### src/rtl/uart_mem_tx.sv
// uart_mem_tx: reads a block of bytes from a synchronous byte RAM and sends them out as 8N1 UART frames.
//   clk, reset          : system clock, synchronous active-high reset
//   start, base_addr,
//   length              : transfer request, address and length are captured when accepted
//   rd_en, rd_addr,
//   rd_data             : RAM read port, data returns the cycle after rd_en
//   tx                  : serial line, idle high
//   busy, done          : transfer in progress / one-cycle completion pulse
module uart_mem_tx #(
    parameter int CLKS_PER_BIT = 16,
    parameter int ADDR_W = 32
) (
    input  logic              clk,
    input  logic              reset,
    input  logic              start,
    input  logic [ADDR_W-1:0] base_addr,
    input  logic [ADDR_W-1:0] length,
    output logic              rd_en,
    output logic [ADDR_W-1:0] rd_addr,
    input  logic [7:0]        rd_data,
    output logic              tx,
    output logic              busy,
    output logic              done
);
    localparam int CW = (CLKS_PER_BIT > 1) ? $clog2(CLKS_PER_BIT) : 1;
    typedef enum logic [2:0] {IDLE, FETCH, WAIT, START, DATA, STOP, FINISH} state_t;
    state_t state, state_n;
    logic [ADDR_W-1:0] addr, addr_n, len, len_n, sent, sent_n;
    logic [7:0] shift, shift_n;
    logic [CW-1:0] cnt, cnt_n;
    logic [2:0] bit_cnt, bit_n;
    logic tx_reg, tx_n, bit_end;
    always_ff @(posedge clk) begin
        if (reset) begin
            state   <= IDLE;
            addr    <= '0;
            len     <= '0;
            sent    <= '0;
            shift   <= '0;
            cnt     <= '0;
            bit_cnt <= '0;
            tx_reg  <= 1'b1;
        end else begin
            state   <= state_n;
            addr    <= addr_n;
            len     <= len_n;
            sent    <= sent_n;
            shift   <= shift_n;
            cnt     <= cnt_n;
            bit_cnt <= bit_n;
            tx_reg  <= tx_n;
        end
    end
    always_comb begin
        state_n = state;
        addr_n  = addr;
        len_n   = len;
        sent_n  = sent;
        shift_n = shift;
        bit_n   = bit_cnt;
        bit_end = cnt == CW'(CLKS_PER_BIT - 1);
        cnt_n   = (state == START || state == DATA || state == STOP) ? (bit_end ? '0 : cnt + CW'(1)) : '0;
        case (state)
            IDLE: if (start) begin
                if (length == '0) state_n = FINISH;
                else begin
                    addr_n  = base_addr;
                    len_n   = length;
                    sent_n  = '0;
                    state_n = FETCH;
                end
            end
            FETCH: state_n = WAIT;
            WAIT: begin
                shift_n = rd_data;
                state_n = START;
            end
            START: if (bit_end) begin
                bit_n   = '0;
                state_n = DATA;
            end
            DATA: if (bit_end) begin
                shift_n = shift >> 1;
                bit_n   = bit_cnt + 3'd1;
                if (bit_cnt == 3'd7) state_n = STOP;
            end
            STOP: if (bit_end) begin
                if (sent + ADDR_W'(1) == len) state_n = FINISH;
                else begin
                    sent_n  = sent + ADDR_W'(1);
                    addr_n  = addr + ADDR_W'(1);
                    state_n = FETCH;
                end
            end
            FINISH: state_n = IDLE;
            default: state_n = IDLE;
        endcase
        // tx is registered from the next state so the pin is driven straight from a flop
        tx_n = (state_n == START) ? 1'b0 : (state_n == DATA) ? shift_n[0] : 1'b1;
    end
    always_comb begin
        rd_en   = state == FETCH;
        rd_addr = addr;
        tx      = tx_reg;
        busy    = state != IDLE && state != FINISH;
        done    = state == FINISH;
    end
endmodule

### config.mk
export PLATFORM = sky130hd
export DESIGN_NAME = uart_mem_tx
export DESIGN_NICKNAME = d
export VERILOG_FILES = /design/src/rtl/uart_mem_tx.sv
export SDC_FILE = /design/constraint.sdc
export NUM_CORES = 1
export LEC_CHECK = 0
export ABC_AREA = 1
export CAP_MARGIN = 20
export CORE_MARGIN = 3
export CORE_UTILIZATION = 50
export DETAILED_ROUTE_END_ITERATION = 10
export PLACE_DENSITY = 0.78
export SYNTH_ARGS = -nofsm -noshare
export SYNTH_HDL_FRONTEND = slang
export SYNTH_SLANG_ARGS = --single-unit
### constraint.sdc
create_clock -name clk -period 2.5 [get_ports clk]
set_clock_uncertainty 0.2 [all_clocks]
set_input_delay 0.375 -clock clk [delete_from_list [all_inputs] [get_ports clk]]
set_output_delay 0.375 -clock clk [all_outputs]
set_load 0.02 [all_outputs]
# --- After elaboration in Yosys (flattened, before gate mapping) ---
# Cells that the tools add are included.
# Widths: inputs -> output; s select.
totals:
  inputBits: 75
  output_inout_bits: 36
  romBits: 0
  word_cells: 72
  ram_bits: 0
  latchBits: 0
  memories: 0
  reg_bits: 115
classes:
  bitwise_logic: 2
  multipliers: 0
  reduce_logical: 14
  n_lt_le_gt_ge: 0
  n_addsub: 4
  div_mod_pow: 0
  n_shift: 0
  n_eq_ne: 18
  n_mux: 25
ops:
  columns: ["operator", "count"]
  rows:
  - ["$mux 32", 8]
  - ["$pmux 32 s2", 2]
  - ["$add 32x1->32 const B", 2]
  - ["$eq 32x32->1", 1]
  - ["$logic_not 32->1", 1]
  - ["$mux 3", 9]
  - ["$pmux 3 s6", 1]
  - ["$pmux 8 s2", 1]
  - ["$eq 3x3->1 const B", 5]
  - ["$ne 2x2->1 const B", 6]
  - ["$eq 3x2->1 const B", 3]
  - ["$mux 8", 1]
  - ["$pmux 3 s2", 1]
  - ["$reduce_and 3->1", 2]
  - ["$reduce_bool 2->1", 3]
  - ["$reduce_and 5->1", 1]
  - ["$add 4x1->4 const B", 1]
  - ["$eq 4x4->1 const B", 1]
  - ["$add 3x1->3 const B", 1]
  - ["$eq 3x1->1 const B", 1]
  - ["$logic_not 3->1", 1]
  - ["$ne 3x3->1 const B", 1]
  - ["$reduce_bool 3->1", 1]
  - ["$reduce_or 3->1", 1]
  - ["5 further kinds", 8]

# --- Logic depth before layout (Yosys ltp) ---
# Gate-level depths: netlist of run 1.
depth:
  ltp_word: 8
  depth_mapped: 19
  mapped_depth_nobuf: 19

# --- Least setup slack after synthesis of run 1 ---
# Ideal clock, no wire load.
synth_path:
  kind: "reg-to-reg"
  from: "register sent[0]"
  to: "register addr[12] (netlist: rd_addr[12])"
  n_path_buf: 2
  setup_time_ps: 118
  period_less_slack_ps: 2662
  required_time_ps: 2182
  t_arrival_ps: 2345
  stages_incl_launch_ff: 17
  slack_ps: -162
  cell_sequence: "dfxtp_1 ha_1 nand2_2 nor2_4 nand2_1 nor2_2 nand3b_1 nand3_1 nand2_1 nor2_1 nand2_1 nor2_4 nand4_4 nand2_4 buf_6 buf_6 a21oi_2"
synth_via:
  elab_chain_len: 4
synth_rtl:
  columns: ["element", "line", "source"]
  rows:
  - ["start, declared", "28", "logic [ADDR_W-1:0] addr, addr_n, len, len_n, sent, sent_n;"]
  - ["start signal, assigned", "47", "sent <= sent_n;"]
  - ["$add 32x1->32", "88", "if (sent + ADDR_W'(1) == len) state_n = FINISH;"]
  - ["$eq 32x32->1", "88", null]
  - ["$ne 2x2->1 (no line)", null, null]
  - ["$reduce_and 5->1 (no line)", null, null]
  - ["end signal, assigned", "45", "addr <= addr_n;"]
  - ["end, declared", "28", null]
# Every way passes these cells.
# A chain may end at the register's enable or synchronous reset.

# --- Final worst setup path of run 1 ---
layout_path:
  from: "register sent[18]"
  to: "register sent[6]"
layout_via:
  elab_chain_len: 4
layout_rtl:
  columns: ["element", "line"]
  rows:
  - ["$add 32x1->32", "88"]
  - ["$eq 32x32->1", "88"]
  - ["$ne 2x2->1 (no line)", null]
  - ["$reduce_and 5->1 (no line)", null]
# Every way passes these cells.

==> results of run 1 <==
[report_power, final]
part           leakage, nW  switching, mW  internal [mW]
logic                 3.60           1.24           1.12
registers            0.949          0.214           2.06
clock network        0.302          0.963           1.67
total                 4.85           2.42           4.85
[area by class of cell]
type	count	area, sq um
Multi-Input combinational cell	944	4740
Fill cell	1001	3060
Timing Repair Buffer	305	2770
Sequential cell	115	2310
Clock buffer	19	464
Inverter	105	397
Tap cell	180	225
Clock inverter	13	174
[worst max-delay path by stage]
stage	to	slack [ns]
finish	sent[6]$_SDFFE_PP0P_	-0.47
global route	sent[6]$_SDFFE_PP0P_	-0.60
CTS	sent[6]$_SDFFE_PP0P_	-0.29
detailed placement	sent[6]$_SDFFE_PP0P_	-0.43
global placement	sent[1]$_SDFFE_PP0P_	-0.38
floorplan	rd_addr[12]$_SDFFE_PP0P_	-0.04
[cells in the final DEF (no fill, tap or decap), types with 16 or more instances in the layout]
| cell type | netlist | layout |
|---|---|---|
| a21oi_1 | 94 | 91 |
| buf_4 | 1 | 174 |
| clkbuf_16 | 0 | 21 |
| clkdlybuf4s50_1 | 0 | 108 |
| dfxtp_1 | 115 | 109 |
| inv_1 | 100 | 98 |
| nand2_1 | 369 | 353 |
| nand3_1 | 85 | 80 |
| nor2_1 | 169 | 141 |
| nor2_2 | 4 | 23 |
| nor2_4 | 7 | 16 |
| o21ai_0 | 52 | 52 |
| o21ai_1 | 46 | 41 |
| xor2_1 | 17 | 17 |
[logic make-up (layout without fill, tap and decap cells)]
logic type | after synthesis | count (layout) | share of synthesized area
compound gates | 213 | 213 | 0.153
xor+xnor | 32 | 32 | 0.0419
fa+ha+maj | 5 | 5 | 0.00849
buf+inv | 147 | 442 | 0.0842
flops | 115 | 115 | 0.313
simple gates | 694 | 694 | 0.400
[metrics by stage]
step / utilization / hold WS, ns / setup TNS, ns / cell area (sq um) / cells
after floorplan: - / 0.218 / -0.879 / 7410 / 1206
after global placement: 0.699 / 0.232 / -30.74 / 9890 / 1626
after detailed placement: 0.699 / 0.243 / -31.62 / 9890 / 1626
after CTS: 0.756 / 0.256 / -15.15 / 10700 / 1664
after global routing: 0.784 / 0.276 / -35.52 / 11100 / 1681
final: 0.784 / 0.254 / -26.60 / 11100 / 1681
[timing repair]
item,4_1_cts,5_1_grt
gates cloned,0,3
setup buffers,6,14
pin swaps,5,10
gates resized for setup,33,61
setup endpoints to repair,68,81
[worst max-delay path, delay by kind of cell, from the launching register on]
family | cells | cell delay [ns]
DFF | 1 | 0.43
buffers and inverters | 1 | 0.19
AOI/OAI and AO/OA | 2 | 0.26
and+or+nand+nor | 14 | 1.79
[per-layer routing]
metal | track usage | share of wire | vias to the layer above
li1 | - | - | 4498
met5 | 0 | 0 | -
met1 | 0.361 | 0.41 | 4136
met3 | 0.0589 | 0.073 | 65
met4 | 0.108 | 0.029 | 0
met2 | 0.516 | 0.49 | 373
==> impl_metrics.toml, run 1 <==
[yosys]
synth-seq-area-share = 0.313
synth_edf_count = 0
synth.top_cells.by_area = "dfxtp_1 31%, nand2_1 19%, nor2_1 8.6%"
netlist_area_sq_um = 7370
synth_nets = 1286
synth.top_cell.area_share = 0.313
synth_async_sr_flop_share = 0
netlist_instances = 1206
ys_ff_latch = 115
ys_top_cells_by_count = "369 x nand2_1, 169 x nor2_1, 115 x dfxtp_1, 100 x inv_1, 94 x a21oi_1"
syn_area_per_cell_sq_um = 6.11
ys_warn_count = 0
yosys.area.top_type = "dfxtp_1"
yosysMostFrequentCell = "nand2_1"
ys.flop_type = "dfxtp_1"
yosysUniqueCellTypes = 39

[clock_network]
cts_made_buffers = 17
cts-root-buf = "clkbuf_16"
clkSlewWorstSetupHoldPaths_ns = 0.06
clock_latency_ns = 0.42
cts_tree = "yes"
clockBufferDepth = 2
htree_levels = 4
cts.sinks = 115
hold_buffers = 0

[sta]
fmax_ghz = 0.337
tightest_slew_ns = 0.568
post-route-period-util = 1.19
drv_slew = 0
setup_viol = 68
relSlewSlack = 0.621
hold_viol_final = 0
rsz0062_at_grt = "true"
period_needed_ns = 2.97
worst_slack_ns = -0.467

[worst_setup_path]
required_ns = 2.64
crit_start = "sent[18]$_SDFFE_PP0P_"
cp_slowest_cell = "dfxtp_1"
path_class = "flop to flop"
worstReg2RegEnd = "sent[6]$_SDFFE_PP0P_"
cp.arrival_ns = 3.11
r2r-start = "sent[18]$_SDFFE_PP0P_"
ff2ff_path_depth = 17
worstSetupStartpointType = "flop"
path_max_fanout = 30
crit_path_frequent_cell = "nand2_1"
setup.worst_path.end_class = "flop"
cpPeakStageDelay_ns = 0.43
worstPathCellList = "nand2_1 -> nor2_1 -> nand2_1 -> nor2_1 -> nand2_2 -> nand2_2 -> nand2_1 -> nand2_1 -> nand2_2 -> nor2_1 -> nand2_1 -> nor2_4 -> nand4_4 -> nand2_8 -> buf_16 -> o21ai_1 -> a21oi_1"
r2r_slack_ns = -0.47

[pwr]
totalPowerFinal_mw = 7.27
ir_drop_mv = 0.613
leakage_nw = 4.85
powerDensity_nw_per_um2 = 656

[floorplanning]
die_x_microns = 127
io_pins = 111
start_util = 0.521
rows = 43
dieArea_sq_um = 16200
coreArea_sq_um = 14100
die_height_microns = 127

[cells_and_area]
layout-drive-gt1-share = 0.222
diodes = 0
layout.nets = 1568
area_delta_synth_final_pct = 50.5

[status]
status = "complete, but fails checks"
violations = "setup timing"

[routing]
routed_wl_microns = 25900
vias_per_cell = 5.40
wl_per_cell_microns = 15.4
ant_nets = 0
drt_iter0_markers = 855
first_pass_iters = 5
drc_errors = 0
vias = 9072

[hold_path]
hold_path_class = "flop to flop"
whs_endpoint = "cnt[0]$_SDFF_PP0_"
holdCritStartpoint = "cnt[0]$_SDFF_PP0_"
whs_path_depth = 1

[placed_design]
hpwl_microns = 17400
place_ws_ns = -0.426
port_buffers = 110
routabilityCongestion = 0.905

[grt]
grt_use_total = 0.296
grt_max_degree = 75
grt_pass1_wl_microns = 39200
grt_pass1_vias = 8465
grt-ovfl-total = 0
antenna_found_initial = 0

[job]
maxCapViolCount = 0
(Power assumes the default switching activity.)
==> run 2, diff against run 1 <==
--- a/config.mk
+++ b/config.mk
@@ -8,9 +8,10 @@
 export ABC_AREA = 1
 export CAP_MARGIN = 20
 export CORE_MARGIN = 3
-export CORE_UTILIZATION = 50
+export CORE_UTILIZATION = 55
 export DETAILED_ROUTE_END_ITERATION = 10
-export PLACE_DENSITY = 0.78
+export PLACE_DENSITY = 0.81
+export SETUP_SLACK_MARGIN = 0.2
 export SYNTH_ARGS = -nofsm -noshare
 export SYNTH_HDL_FRONTEND = slang
 export SYNTH_SLANG_ARGS = --single-unit
==> constraint.sdc (replaced) <==
create_clock -name clk -period 3.75 [get_ports clk]
set_clock_uncertainty 0.2 [all_clocks]
set_input_delay 0.5625 -clock clk [delete_from_list [all_inputs] [get_ports clk]]
set_output_delay 0.5625 -clock clk [all_outputs]
set_load 0.02 [all_outputs]
==> run 2 against run 1 <==
The flow now finishes without violations. Core utilization is 7.2 points lower. Hold slack worse by 0.0028 ns. Maximum frequency is 8.3% lower. Via count is 11% lower. Cell area is 17% lower. Count of clock-buffer cells in the layout is 1 higher. Register-to-register slack better by 0.98 ns. Combinational power is 54% lower. Wire length is 17% lower. First-iteration DRC count is 6.2% lower. Critical path type unchanged. Critical endpoint is now sent[1]$_SDFFE_PP0P_. Largest cell class unchanged. Largest power group unchanged.
==> impl_metrics.toml, run 2 (synthesis results as in run 1) <==
[worst_setup_path]
ff2ff_path_depth = 17
r2r-start = "sent[0]$_SDFFE_PP0P_"
path_max_fanout = 30
cp_slowest_cell = "dfxtp_1"
worstPathCellList = "ha_1 -> nand2_2 -> nor2_4 -> nand3_1 -> nand2_1 -> nand2_1 -> nor2_1 -> inv_1 -> nand3_1 -> nor2_1 -> nand2_1 -> nor2_2 -> nand4_4 -> nand2_4 -> inv_2 -> nand3_1 -> a21oi_1"
cpPeakStageDelay_ns = 0.44
path_buf_inv = 2
cpLargestDelayFamily = "simple AND/OR/NAND/NOR gates"
path_class = "flop to flop"
r2r_slack_ns = 0.52
cp.arrival_ns = 3.39
worstReg2RegEnd = "sent[1]$_SDFFE_PP0P_"
worstSetupStartpointType = "flop"
setup.worst_path.end_class = "flop"
required_ns = 3.90

[floorplanning]
coreArea_sq_um = 12900
io_pins = 111
dieArea_sq_um = 14800
start_util = 0.572
die_height_microns = 122
rows = 41
die_x_microns = 122

[placed_design]
dp.cells = 1455
hpwl_microns = 15800
place_ws_ns = 0.608
routabilityCongestion = 0.920
port_buffers = 110
placed_area_sq_um = 8570

[pwr]
leakage_nw = 3.74
p_comb_frac = 0.255
ir_drop_mv = 0.341
p_clk_frac = 0.383
swShare = 0.334
powerDensity_nw_per_um2 = 464
p_sw_mw = 1.42
p_int_mw = 2.84
seq_power_share = 0.362
totalPowerFinal_mw = 4.26

[sta]
worst_slack_ns = 0.516
post-route-period-util = 0.863
rsz0062_at_grt = "false"
tightest_slew_ns = 0.724
hold_viol_final = 0
drv_slew = 0
period_needed_ns = 3.23
finalSetupTns_ns = 0
fmax_ghz = 0.309
relSlewSlack = 0.516
setup_viol = 0
holdWs_ns = 0.251

[hold_path]
hold_path_class = "flop to flop"
holdCritStartpoint = "cnt[0]$_SDFF_PP0_"
whs_endpoint = "cnt[0]$_SDFF_PP0_"
whs_path_depth = 1

[routing]
wl_per_cell_microns = 14.5
routed_wl_microns = 21600
drc_errors = 0
first_pass_iters = 7
ant_nets = 0
drt_iter0_markers = 802
vias_per_cell = 5.44
vias = 8092

[clock_network]
htree_levels = 4
hold_buffers = 0
clock_latency_ns = 0.42
cts_made_buffers = 17
cts.sinks = 115
ctsResizeCount = 0
cts-root-buf = "clkbuf_16"
post_cts.repair.setup_buffers = 0
cts_tree = "yes"
clockBufferDepth = 2
clkSlewWorstSetupHoldPaths_ns = 0.06

[grt]
grt-ovfl-total = 0
grt_pass1_wl_microns = 35000
grt_max_degree = 54
grt_use_total = 0.293
grt_pass1_vias = 7545
antenna_found_initial = 0

[cells_and_area]
fin_cells = 1487
final_cell_mix = "369 x nand2_1, 168 x nor2_1, 115 x dfxtp_1"
fin_area_sq_um = 9170
diodes = 0
fin_util = 0.712
area_delta_synth_final_pct = 24.4
layout.nets = 1382
mostFrequentLayoutCell = "nand2_1"
n_fill_cell = 1092
layout-drive-gt1-share = 0.0593

[job]
maxCapViolCount = 0

[status]
status = "finished, final reports clean"
==> run 2: cell count changes in the layout (fill, tap and decap cells not counted), moves of 9 or more <==
cell,before,now
buf_4,174,6
nor2_2,23,5
buf_6,9,0
nor2_1,141,168
nand2_1,353,369
nor2_4,16,7
nand2_2,14,3
==> run 2: power by group through the flow <==
stage	Combinational (mW)	Clock (mW)	Sequential, mW
4_1_cts	1.08	1.64	1.54
5_1_grt	1.21	1.69	1.56
3_3_place_gp	1.06	0	1.56
3_5_place_dp	1.07	0	1.56
6_report	1.09	1.63	1.54
2_1_floorplan	0.704	0	1.56
==> run 2: worst max path at each step <==
| stage | from | slack, ns | end | depth (start not counted) |
|---|---|---|---|---|
| after floorplan | sent[0]$_SDFFE_PP0P_ | 1.09 | rd_addr[12]$_SDFFE_PP0P_ | 16 |
| after global placement | length[0] | 0.63 | len[27]$_SDFFE_PP0P_ | 8 |
| after detailed placement | sent[0]$_SDFFE_PP0P_ | 0.61 | sent[1]$_SDFFE_PP0P_ | 17 |
| after CTS | sent[0]$_SDFFE_PP0P_ | 0.57 | rd_addr[17]$_SDFFE_PP0P_ | 18 |
| after global routing | sent[0]$_SDFFE_PP0P_ | 0.24 | rd_addr[17]$_SDFFE_PP0P_ | 18 |
| final | sent[0]$_SDFFE_PP0P_ | 0.52 | sent[1]$_SDFFE_PP0P_ | 17 |
==> run 2: layout make-up <==
class	instances	area [sq um]	share of cell area
flip-flops and latches	115	2300	0.251
clock buffers	20	467	0.0509
clock inverters	12	131	0.0143
multi-input cells	944	4450	0.486
inverters	105	394	0.0430
well taps	172	215	0.0235
repair buffers	119	1210	0.132
==> run 2: worst register-to-register path, stage by stage (launching register included) <==
cell     delay [ns]
dfxtp_1        0.44
ha_1           0.25
nand2_2        0.10
nor2_4         0.20
nand3_1        0.22
nand2_1        0.14
nand2_1        0.08
nor2_1         0.23
inv_1          0.07
nand3_1        0.09
nor2_1         0.04
nand2_1        0.10
nor2_2         0.06
nand4_4        0.08
nand2_4        0.12
inv_2          0.44
nand3_1        0.16
a21oi_1        0.15
==> run 2: metal layers <==
metal	vias to the layer above	routed length (microns)	GRT usage
met5	-	0	0
met4	0	587	0.111
met3	45	1420	0.0645
met2	285	10200	0.497
met1	3637	9320	0.364
li1	4125	-	-
==> run 3, diff against run 2 <==
--- a/config.mk
+++ b/config.mk
@@ -5,12 +5,11 @@
 export SDC_FILE = /design/constraint.sdc
 export NUM_CORES = 1
 export LEC_CHECK = 0
-export ABC_AREA = 1
 export CAP_MARGIN = 20
 export CORE_MARGIN = 3
 export CORE_UTILIZATION = 55
 export DETAILED_ROUTE_END_ITERATION = 10
-export PLACE_DENSITY = 0.81
+export PLACE_DENSITY = 0.82
 export SETUP_SLACK_MARGIN = 0.2
 export SYNTH_ARGS = -nofsm -noshare
 export SYNTH_HDL_FRONTEND = slang
==> run 3 against run 2 <==
Largest cell class unchanged. Register-to-register slack lost 0.45 ns. Area after synthesis shrank 8.0%. Synthesized cell count shrank 28%. Cell count shrank 20%. Via count shrank 1.6%. Setup slack lost 0.45 ns. Largest power group unchanged. Highest routed layer unchanged.
==> impl_metrics.toml, run 3 <==
[cells_and_area]
n_fill_cell = 760
final_cell_mix = "109 x clkdlybuf4s50_1, 105 x nand2_1, 98 x dfxtp_1"
layout-drive-gt1-share = 0.193
fin_area_sq_um = 9610
layout.nets = 1108
diodes = 0
area_delta_synth_final_pct = 41.7
mostFrequentLayoutCell = "clkdlybuf4s50_1"

[worst_setup_path]
r2r-start = "sent[8]$_SDFFE_PP0P_"
path_class = "flop to flop"
worstSetupStartpointType = "flop"
cp.arrival_ns = 3.75
path_max_fanout = 5
setup.worst_path.end_class = "flop"
crit_start = "sent[8]$_SDFFE_PP0P_"
required_ns = 3.82

[yosys]
yosysMostFrequentCell = "dfxtp_1"
ys_ff_latch = 115
yosysUniqueCellTypes = 67
ys_warn_count = 0
synth_edf_count = 0
ys.flop_type = "dfxtp_1"
netlist_area_sq_um = 6780
yosys.area.top_type = "dfxtp_1"
synth.top_cell.area_share = 0.340
synth-seq-area-share = 0.340
synth.top_cells.by_area = "dfxtp_1 34%, nand2_1 5.9%, nor2_1 5.3%"
synth_async_sr_flop_share = 0
netlist_instances = 869
syn_area_per_cell_sq_um = 7.80
synth_nets = 949
ys_top_cells_by_count = "115 x dfxtp_1, 106 x nand2_1, 95 x nor2_1, 60 x a21oi_1, 52 x clkbuf_1"

[pwr]
p_sw_mw = 0.943
p_int_mw = 2.80
ir_drop_mv = 0.381
p_comb_frac = 0.152
p_clk_frac = 0.484
swShare = 0.252
leakage_nw = 3.69
powerDensity_nw_per_um2 = 390
seq_power_share = 0.364

[floorplanning]
io_pins = 111
die_height_microns = 117
start_util = 0.579
die_x_microns = 117
rows = 39
dieArea_sq_um = 13700
coreArea_sq_um = 11700

[sta]
rsz0062_at_grt = "true"
period_needed_ns = 3.69
fmax_ghz = 0.271
holdWs_ns = 0.255
hold_viol_final = 0
finalSetupTns_ns = 0
drv_slew = 0
relSlewSlack = 0.368
post-route-period-util = 0.983
setup_viol = 0
tightest_slew_ns = 0.948

[grt]
grt_max_degree = 87
grt-ovfl-total = 0
grt_pass1_vias = 7433
antenna_found_initial = 0
grt_pass1_wl_microns = 37700
grt_use_total = 0.352

[routing]
ant_nets = 0
vias = 7963
routed_wl_microns = 25000
drt_iter0_markers = 1021
drc_errors = 0
wl_per_cell_microns = 21.2
vias_per_cell = 6.73
first_pass_iters = 6

[clock_network]
hold_buffers = 0
cts.sinks = 115
cts-root-buf = "clkbuf_16"
htree_levels = 4
cts_tree = "yes"
clockBufferDepth = 2
clock_latency_ns = 0.43
clkSlewWorstSetupHoldPaths_ns = 0.05
cts_made_buffers = 17

[placed_design]
port_buffers = 110
routabilityCongestion = 1.01
hpwl_microns = 16200
placed_area_sq_um = 8440

[hold_path]
hold_path_class = "flop to flop"
holdCritStartpoint = "shift[4]$_SDFFE_PP0P_"

[job]
maxCapViolCount = 0

[status]
status = "finished, final reports clean"
[run 3: changes by cell type after synthesis, sizes merged, moves of 15 or more]
| cell | change |
|---|---|
| nand2 | -267 |
| inv | -96 |
| nor2 | -85 |
| o21ai | -66 |
| nand3 | -54 |
| a21oi | -45 |
| mux2i | +35 |
| clkbuf | +23 |
| a32o | +15 |
| nor3 | +15 |
[run 3: kinds of logic after synthesis]
family / count (synthesis) / synth area share
and+or+nand+nor: 383 / 0.286
AOI/OAI and AO/OA: 216 / 0.220
DFF: 115 / 0.340
buffers and inverters: 79 / 0.0475
xor gates and xnor gates: 36 / 0.0465
muxes: 35 / 0.0517
adders and majority gates: 5 / 0.00923
[run 3: worst max-delay path, cell delays in order (launching register included)]
cell	delay [ns]
dfxtp_4	0.37
buf_6	0.12
nand4_1	0.19
or4_4	0.63
or4b_4	0.54
a211oi_2	0.20
nand4_1	0.17
nor4_4	0.27
buf_4	0.22
buf_4	0.12
buf_4	0.10
and3b_1	0.17
mux2i_1	0.14
a21oi_1	0.08
[run 3: cell type report]
type	instances	area, sq um	share of cell area
tap	143	179	0.0186
multi-input combinational	675	4410	0.459
clock buffer	22	474	0.0494
clock inverter	10	178	0.0185
timing repair buffer	211	2000	0.209
sequential	115	2330	0.243
inverter	8	30.0	0.00313
[run 3: timing repair]
item | CTS | global route
gates resized for setup | 31 | 53
setup buffers | 9 | 11
gates cloned | 1 | 2
hold endpoints to repair | 0 | 0
pin swaps | 6 | 32
setup endpoints to repair | 45 | 66
[run 3: path summary, 6_finish.rpt]
check	end	slack [ns]	cells after the start
hold / removal	shift[4]$_SDFFE_PP0P_	0.26	2
hold reg to reg	shift[4]$_SDFFE_PP0P_	0.26	2
setup reg to reg	sent[10]$_SDFFE_PP0P_	0.06	13
setup / recovery	sent[10]$_SDFFE_PP0P_	0.06	13
[run 3: stage by stage]
stage | power (mW) | setup WS [ns] | utilization | std cells
6_report | 3.74 | 0.0635 | 0.820 | 1184
4_1_cts | 3.70 | 0.191 | 0.794 | 1171
5_1_grt | 3.85 | 0.00832 | 0.820 | 1184
3_5_place_dp | 1.90 | -0.0202 | 0.721 | 1129
3_3_place_gp | 1.89 | 0.141 | 0.721 | 1129
2_1_floorplan | 1.66 | 0.213 | - | 869
[run 3: layer usage]
metal	track usage	up-vias	wire length [microns]
met5	0	-	0
met4	0.142	0	1060
met3	0.0848	131	2220
met2	0.590	507	12000
met1	0.435	3770	9740
li1	-	3555	-
[run 3: power by group through the flow]
| stage | Clock [mW] | Combinational (mW) | Sequential [mW] |
|---|---|---|---|
| 2_1_floorplan | 0 | 0.264 | 1.39 |
| 3_3_place_gp | 0 | 0.506 | 1.38 |
| 3_5_place_dp | 0 | 0.519 | 1.38 |
| 4_1_cts | 1.81 | 0.530 | 1.36 |
| 5_1_grt | 1.88 | 0.608 | 1.37 |
| 6_report | 1.81 | 0.569 | 1.36 |
